`src/rtl/shift_deser_pkg.sv`:
```
// Shared definitions for the serial deserializer and its serializer peer.
package shift_deser_pkg;

  // Receiver FSM encoding.
  typedef enum logic {
    ST_IDLE = 1'b0,
    ST_RECV = 1'b1
  } state_e;

  // Bit-order encoding shared with the serializer side.
  localparam bit ORDER_MSB_FIRST = 1'b1;
  localparam bit ORDER_LSB_FIRST = 1'b0;

endpackage

```
`src/rtl/deser_outbuf.sv`:
```
// One-word output holding register with a valid/ready handshake.
// A new word may be loaded while the held word is drained on the same edge.
module deser_outbuf
  import shift_deser_pkg::*;
#(
  parameter int unsigned WIDTH = 4
) (
  input  logic             clk,
  input  logic             reset,
  input  logic             i_load,
  input  logic [WIDTH-1:0] i_data,
  input  logic             i_ready,
  output logic             o_load_ok,
  output logic [WIDTH-1:0] o_data,
  output logic             o_valid
);

  logic [WIDTH-1:0] r_data;
  logic             r_valid;

  // Buffer can take a word when empty or when it is being drained this edge.
  always_comb begin
    o_load_ok = !r_valid || i_ready;
  end

  // Load accepted words; otherwise clear valid on acceptance.
  always_ff @(posedge clk or negedge reset) begin
    if (!reset) begin
      r_data  <= '0;
      r_valid <= 1'b0;
    end else if (i_load && o_load_ok) begin
      r_data  <= i_data;
      r_valid <= 1'b1;
    end else if (r_valid && i_ready) begin
      r_valid <= 1'b0;
    end
  end

  assign o_data  = r_data;
  assign o_valid = r_valid;

endmodule

```
`src/rtl/shift_deser.sv`:
```
// Serial-to-parallel receiver: collects sof-framed bits into WIDTH-bit words
// and hands them to a one-word output buffer.
module shift_deser
  import shift_deser_pkg::*;
#(
  parameter int unsigned WIDTH     = 4,
  parameter bit          MSB_FIRST = ORDER_MSB_FIRST
) (
  input  logic             clk,
  input  logic             reset,
  input  logic             sin,
  input  logic             bit_valid,
  input  logic             sof,
  output logic [WIDTH-1:0] out_data,
  output logic             out_valid,
  input  logic             out_ready,
  output logic             busy,
  output logic             overrun,
  output logic             frame_err,
  input  logic             clr_err
);

  localparam int unsigned CW = $clog2(WIDTH + 1);
  localparam logic [CW-1:0] LAST_CNT = CW'(WIDTH - 1);

  state_e           r_state, w_state_d;
  logic [WIDTH-1:0] r_sreg, w_sreg_d;
  logic [CW-1:0]    r_cnt, w_cnt_d;
  logic             r_overrun, w_overrun_d;
  logic             r_frame_err, w_frame_err_d;

  logic [WIDTH-1:0] w_shift;
  logic [WIDTH-1:0] w_first;
  logic             w_load;
  logic             w_load_ok;

  // Shifted value and the value for a fresh first bit (partial word dropped).
  always_comb begin
    if (MSB_FIRST) begin
      w_shift = {r_sreg[WIDTH-2:0], sin};
      w_first = {{(WIDTH-1){1'b0}}, sin};
    end else begin
      w_shift = {sin, r_sreg[WIDTH-1:1]};
      w_first = {sin, {(WIDTH-1){1'b0}}};
    end
  end

  // Next-state logic for FSM, counter, shift register and error flags.
  always_comb begin
    w_state_d     = r_state;
    w_sreg_d      = r_sreg;
    w_cnt_d       = r_cnt;
    w_frame_err_d = 1'b0;
    w_load        = 1'b0;
    unique case (r_state)
      ST_IDLE: begin
        if (bit_valid && sof) begin
          w_sreg_d  = w_first;
          w_cnt_d   = CW'(1);
          w_state_d = ST_RECV;
        end
      end
      ST_RECV: begin
        if (bit_valid && sof) begin
          w_frame_err_d = 1'b1;
          w_sreg_d      = w_first;
          w_cnt_d       = CW'(1);
        end else if (bit_valid) begin
          w_sreg_d = w_shift;
          if (r_cnt == LAST_CNT) begin
            w_load    = 1'b1;
            w_cnt_d   = '0;
            w_state_d = ST_IDLE;
          end else begin
            w_cnt_d = r_cnt + CW'(1);
          end
        end
      end
      default: w_state_d = ST_IDLE;
    endcase
    // Set wins over clear.
    w_overrun_d = clr_err ? 1'b0 : r_overrun;
    if (w_load && !w_load_ok) begin
      w_overrun_d = 1'b1;
    end
  end

  // State registers.
  always_ff @(posedge clk or negedge reset) begin
    if (!reset) begin
      r_state     <= ST_IDLE;
      r_sreg      <= '0;
      r_cnt       <= '0;
      r_overrun   <= 1'b0;
      r_frame_err <= 1'b0;
    end else begin
      r_state     <= w_state_d;
      r_sreg      <= w_sreg_d;
      r_cnt       <= w_cnt_d;
      r_overrun   <= w_overrun_d;
      r_frame_err <= w_frame_err_d;
    end
  end

  deser_outbuf #(
    .WIDTH (WIDTH)
  ) u_outbuf (
    .clk       (clk),
    .reset     (reset),
    .i_load    (w_load),
    .i_data    (w_shift),
    .i_ready   (out_ready),
    .o_load_ok (w_load_ok),
    .o_data    (out_data),
    .o_valid   (out_valid)
  );

  assign busy      = (r_state == ST_RECV);
  assign overrun   = r_overrun;
  assign frame_err = r_frame_err;

endmodule

```
`config.mk`:
```
export PLATFORM = sky130hd
export DESIGN_NAME = shift_deser
export DESIGN_NICKNAME = d
export VERILOG_FILES = /design/src/rtl/shift_deser_pkg.sv /design/src/rtl/deser_outbuf.sv /design/src/rtl/shift_deser.sv
export SDC_FILE = /design/constraint.sdc
export NUM_CORES = 1
export LEC_CHECK = 0
export ABC_AREA = 0
export CAP_MARGIN = 20
export CORE_AREA = 2 2 39 41
export DETAILED_ROUTE_END_ITERATION = 12
export DIE_AREA = 0 0 41 43
export PLACE_DENSITY = 0.83
export SYNTH_ARGS = -nofsm -noshare
export SYNTH_HDL_FRONTEND = slang
export SYNTH_SLANG_ARGS = --single-unit
export TNS_END_PERCENT = 1
```
`constraint.sdc`:
```
create_clock -name clk -period 3.1 [get_ports clk]
set_input_delay 0.62 -clock clk [delete_from_list [all_inputs] [get_ports clk]]
set_output_delay 0.62 -clock clk [all_outputs]
set_load 0.02 [all_outputs]
```
# Yosys cells after proc, flatten, opt, wreduce, memory -nomap -nowiden
# Cells that the tools add are included.
# W data, S select, Z words.
dict set report word_totals {
  in_bits 7
  regBits 14
}
dict set report classes {
  n_reduce_logical 10
  addsub 1
  bitwise 1
  mux 23
  n_eq_ne 3
}
# op count
set ops {}
lappend ops {{$mux W3} 7}
lappend ops {{$mux W1} 13}
lappend ops {{$pmux W3 S2} 2}
lappend ops {{$logic_and A1 B1 Y1} 4}
lappend ops {{$reduce_bool A2 Y1} 2}
lappend ops {{$add A3 B1 Y3 const B} 1}
lappend ops {{$eq A3 B2 Y1 const B} 1}
lappend ops {{$ne A3 B2 Y1 const B} 1}
lappend ops {{$logic_not A1 Y1} 2}
lappend ops {{$ne A2 B2 Y1 const B} 1}
lappend ops {{$pmux W1 S2} 1}
lappend ops {{$reduce_and A2 Y1} 1}
lappend ops {{$logic_or A1 B1 Y1} 1}
lappend ops {{$not A1 Y1} 1}

# Depth between registers and ports, before layout
dict set report logic_depth {
  ltp_word 7
  depth_mapped 5
  depth_no_buf 4
}

# Hierarchy
# Synthesis repeated with hierarchy kept, for this count alone.
dict set report unflattened {
  hier_cells 50
  area_unflattened_um2 651.9
}
# module seq_area_each_um2 area_each_um2 instances cells_per_inst
set by_module_without_submodules {}
lappend by_module_without_submodules {shift_deser 225.2 434.2 1 38}
lappend by_module_without_submodules {deser_outbuf 125.1 217.7 1 12}

# Least setup slack after synthesis
# No wires, ideal clock.
dict set report synth_timing {
  kind {input to register}
  startpoint {input port bit_valid}
  endpoint {register u_outbuf.r_data[0] (netlist: u_outbuf.o_data[0])}
  t_arrival_ps 1553
  path_slack_ps 1422
  path_buffers 2
  path_stages 5
  setup_time_ps 125
  cell_sequence {buf_2 and3b_4 and3_4 buf_6 mux2_4}
}
dict set report synth_via {
  elab_chain_len 4
  elab_cells_between_ends 5
}
# item line
set synth_rtl {}
lappend synth_rtl {{start, declared} shift_deser.sv:12} ;# input logic bit_valid,
lappend synth_rtl {{$mux W1 / $logic_and A1 B1 Y1 (equally long branches)} {shift_deser.sv:68, shift_deser.sv:64}}
lappend synth_rtl {{$mux W1 (*)} shift_deser.sv:64} ;# if (bit_valid && sof) begin
lappend synth_rtl {{$mux W1 (*)} shift_deser.sv:55} ;# unique case (r_state)
lappend synth_rtl {{$logic_and A1 B1 Y1 (*)} deser_outbuf.sv:31} ;# end else if (i_load && o_load_ok) begin
lappend synth_rtl {{end signal, assigned} deser_outbuf.sv:32} ;# r_data <= i_data;
lappend synth_rtl {{end, declared} deser_outbuf.sv:18} ;# logic [WIDTH-1:0] r_data;
# Mark *: on every way between the ends. The rest lies on a longest branch, timed or not.
# A chain may end at the register's enable or synchronous reset.

# Worst setup path after layout
dict set report layout_timing {
  startpoint {register r_state (netlist: busy)}
  endpoint {output port busy}
}
# item line
set layout_lines {}
lappend layout_lines {{start, declared} shift_deser.sv:26} ;# state_e r_state, w_state_d;
lappend layout_lines {{start signal, assigned} shift_deser.sv:97} ;# r_state <= w_state_d;
lappend layout_lines {{end, declared} shift_deser.sv:17} ;# output logic busy,
# No word-level cell between the ends.

==> summary.txt <==
Yosys
  • Largest area contributor in the netlist: dfrtp_1
  • Async S/R FF share, synth: 100%
  • Synth warnings: 0
  • Post-synth top cells: 14 x dfrtp_1, 4 x mux2_4, 3 x inv_1, 3 x nand2_1, 3 x o22ai_1
  • Mapped Avg Cell Area: 13.0 um2
  • Share of the synthesized area in the top cell type: 56.2%
  • Syn_nets: 56
  • Sequential share of the synthesized area: 56.2%
  • Post-synthesis instance total: 48
  • Synth area leaders: dfrtp_1 56%, mux2_4 9.6%, mux2_2 3.6%
  • EDFF count, synth: 0
  • Prevailing post-synth register cell: dfrtp_1
  • Post-synth cell types: 21
  • Top-count cell post-synth: dfrtp_1
  • Yosys reg bits: 14
  • Synth Cell Area: 623 um2

Cells and area
  • Final nets: 72
  • Final Non-Filler Cells: 79
  • ANT cells: 0
  • Layout Utilization: 57.7%
  • Share of layout cells above drive strength 1: about a quarter
  • Fin area: 798 um2
  • Area grow syn2layout: 28.1%

Die
  • Die Width: 41 um
  • Total Die Area: 0.00176 mm2
  • Total core area: approximately 0.0014 mm2
  • Row cnt: 14
  • Initial core utilization: 45.0%
  • Ports: 15
  • Die Y: 43 um

Critical path
  • Worst-path cell chain: clkdlybuf4s50_1
  • Critical path buffer and inverter count: 1
  • CP Launch Type: register
  • Crit-path max cell delay: around 660 ps
  • Worst Setup End Kind: primary output
  • Critical R2R Capture: u_outbuf.o_data[1]$_DFFE_PN0P_
  • R2r setup slk: roughly 1600 ps
  • Worst R2R Start: r_cnt[0]$_DFFE_PN0P_
  • WP data arrival: 1450 ps
  • Cell family with most CP delay: buffers and inverters
  • Crit path max-delay cell type: clkdlybuf4s50_1
  • Crit Path Category: register to primary output
  • Crit-path max FO: 10
  • Req. time, crit path: 2480 ps
  • Reg2Reg Depth: 4

GRT
  • Maximum number of pins on one net before global-route repair: 15
  • Initial antenna violation count: 0
  • Vias in the first global route: 373
  • Overflow after GRT: 0
  • GRT Util Overall: 13.9%
  • First-pass GRT wire length: 1.60 mm

Place
  • Dpl cell area: 762 um2
  • Dpl cells: 75
  • Final GP Congestion: slightly below 0.8
  • Pre-CTS setup slack: 903 ps
  • Port Buffers: 14

Clock network
  • CTS tree: built
  • Sinks on Clock Net: 14
  • Clk Latency, worst-skew pair: 270 ps
  • Post-CTS setup buffer count: 0
  • H-Tree Depth: 1
  • Root buffer cell: clkbuf_4
  • CTS Buf Count: 3
  • Post-cts sizing count: 0
  • CTS Buffer Depth: 2
  • Hold_buf cts: 0
  • Clock transition at path regs: 80 ps

STA
  • Setup violators final: 0
  • Final hold violation count: 0
  • RSZ-0062 raised after global routing: no
  • Clock Skew: 0.585 ps
  • WHS: 516 ps
  • Worst setup margin: roughly 1000 ps
  • Worst slew margin: 60.6%
  • Tcrit/Tclk final: 66.8%
  • Fmax: 0.483 GHz
  • Worst-Margin Slew: roughly 590 ps
  • Fin. max-slew vios: 0
  • Final Critical Period: around 2100 ps
  • Setup TNS: 0 ps

Worst hold path
  • Hold crit path type: register to register
  • Hold Crit Start: u_outbuf.o_data[3]$_DFFE_PN0P_
  • Worst hold path endpoint: u_outbuf.o_data[3]$_DFFE_PN0P_
  • Hold Crit Depth: 1

Outcome
  • Status: completed

Routing
  • DR WL/cell: 13.1 um
  • # DRC: 0
  • Starting DRT DRC Count: 2
  • Mean number of vias per cell: 5.25
  • Routed via count: 415
  • Final WL: 1.04 mm
  • Pre-antenna DRT Iters: 4
  • Final antenna-violating net count: 0

Run
  • Max-Cap Viols: 0

Power
  • Pwr dens: 814 mW/mm2
  • Pwr Total: ~0.65 mW
  • Max IR drop VDD: around 0.41 mV
  • LEAKAGE: around 0.35 nW
## state kept, by name, indices dropped and copies added (netlist names)
name	count
overrun	1
r_sreg	3
u_outbuf.o_data	4
busy	1
frame_err	1
u_outbuf.o_valid	1
r_cnt	3
## cell usage in the layout, fill, tap and decap left out, drive strengths merged, types with 2 or more instances in the layout
| master | count |
|---|---|
| nand2 | 3 |
| and3 | 2 |
| o22ai | 3 |
| a22o | 2 |
| o21a | 2 |
| inv | 3 |
| clkdlybuf4s50 | 14 |
| nand3 | 2 |
| dfrtp | 14 |
| mux2 | 6 |
| clkbuf | 4 |
## cell type report
type,instances,area [um2]
clock buffer,4,36.3
inverter,3,11.3
multi-input combinational,28,240
timing repair buffer,14,140
sequential,14,350
tap,16,20.0
fill,132,586
## kinds of logic (layout without fill, tap and decap cells)
kind of cell,count (synthesis),count (layout),synth area share [%]
buffers and inverters,6,21,5.22
multiplexers,6,6,13.3
AO/OA/AOI/OAI,11,11,12.9
AND/OR/NAND/NOR,10,10,10.4
flip-flops,14,14,56.2
adder cells (fa/ha/maj),1,1,2.01
## worst reg2reg max path, stage by stage (launching register included)
cell,delay (ps)
dfrtp_1,360
ha_1,180
nor2b_1,280
and3_4,290
mux2_4,300
## worst max path at each step
stage,startpoint,to,slack [ps],depth (start not counted)
after CTS,busy$_DFF_PN0_,busy,1030,1
after global placement,bit_valid,u_outbuf.o_data[0]$_DFFE_PN0P_,950,4
after detailed placement,bit_valid,u_outbuf.o_data[1]$_DFFE_PN0P_,900,4
after floorplan,bit_valid,u_outbuf.o_data[0]$_DFFE_PN0P_,1420,5
final,busy$_DFF_PN0_,busy,1030,1
after global routing,busy$_DFF_PN0_,busy,980,1
## power breakdown
part           switching [mW]  internal (mW)  leakage (nW)
clock                  0.0545         0.0713        0.0210
sequential             0.0454          0.235         0.178
combinational           0.103          0.141         0.155
total                   0.203          0.447         0.355
## metal layers
| metal | up-vias | global-route usage [%] | wire length, um |
|---|---|---|---|
| met5 | - | 0 | 0 |
| li1 | 201 | - | - |
| met4 | 0 | 8.00 | 0 |
| met1 | 198 | 17.5 | 452 |
| met3 | 0 | 3.14 | 71 |
| met2 | 16 | 20.9 | 513 |
No activity file was read; power rests on OpenSTA's default activity.
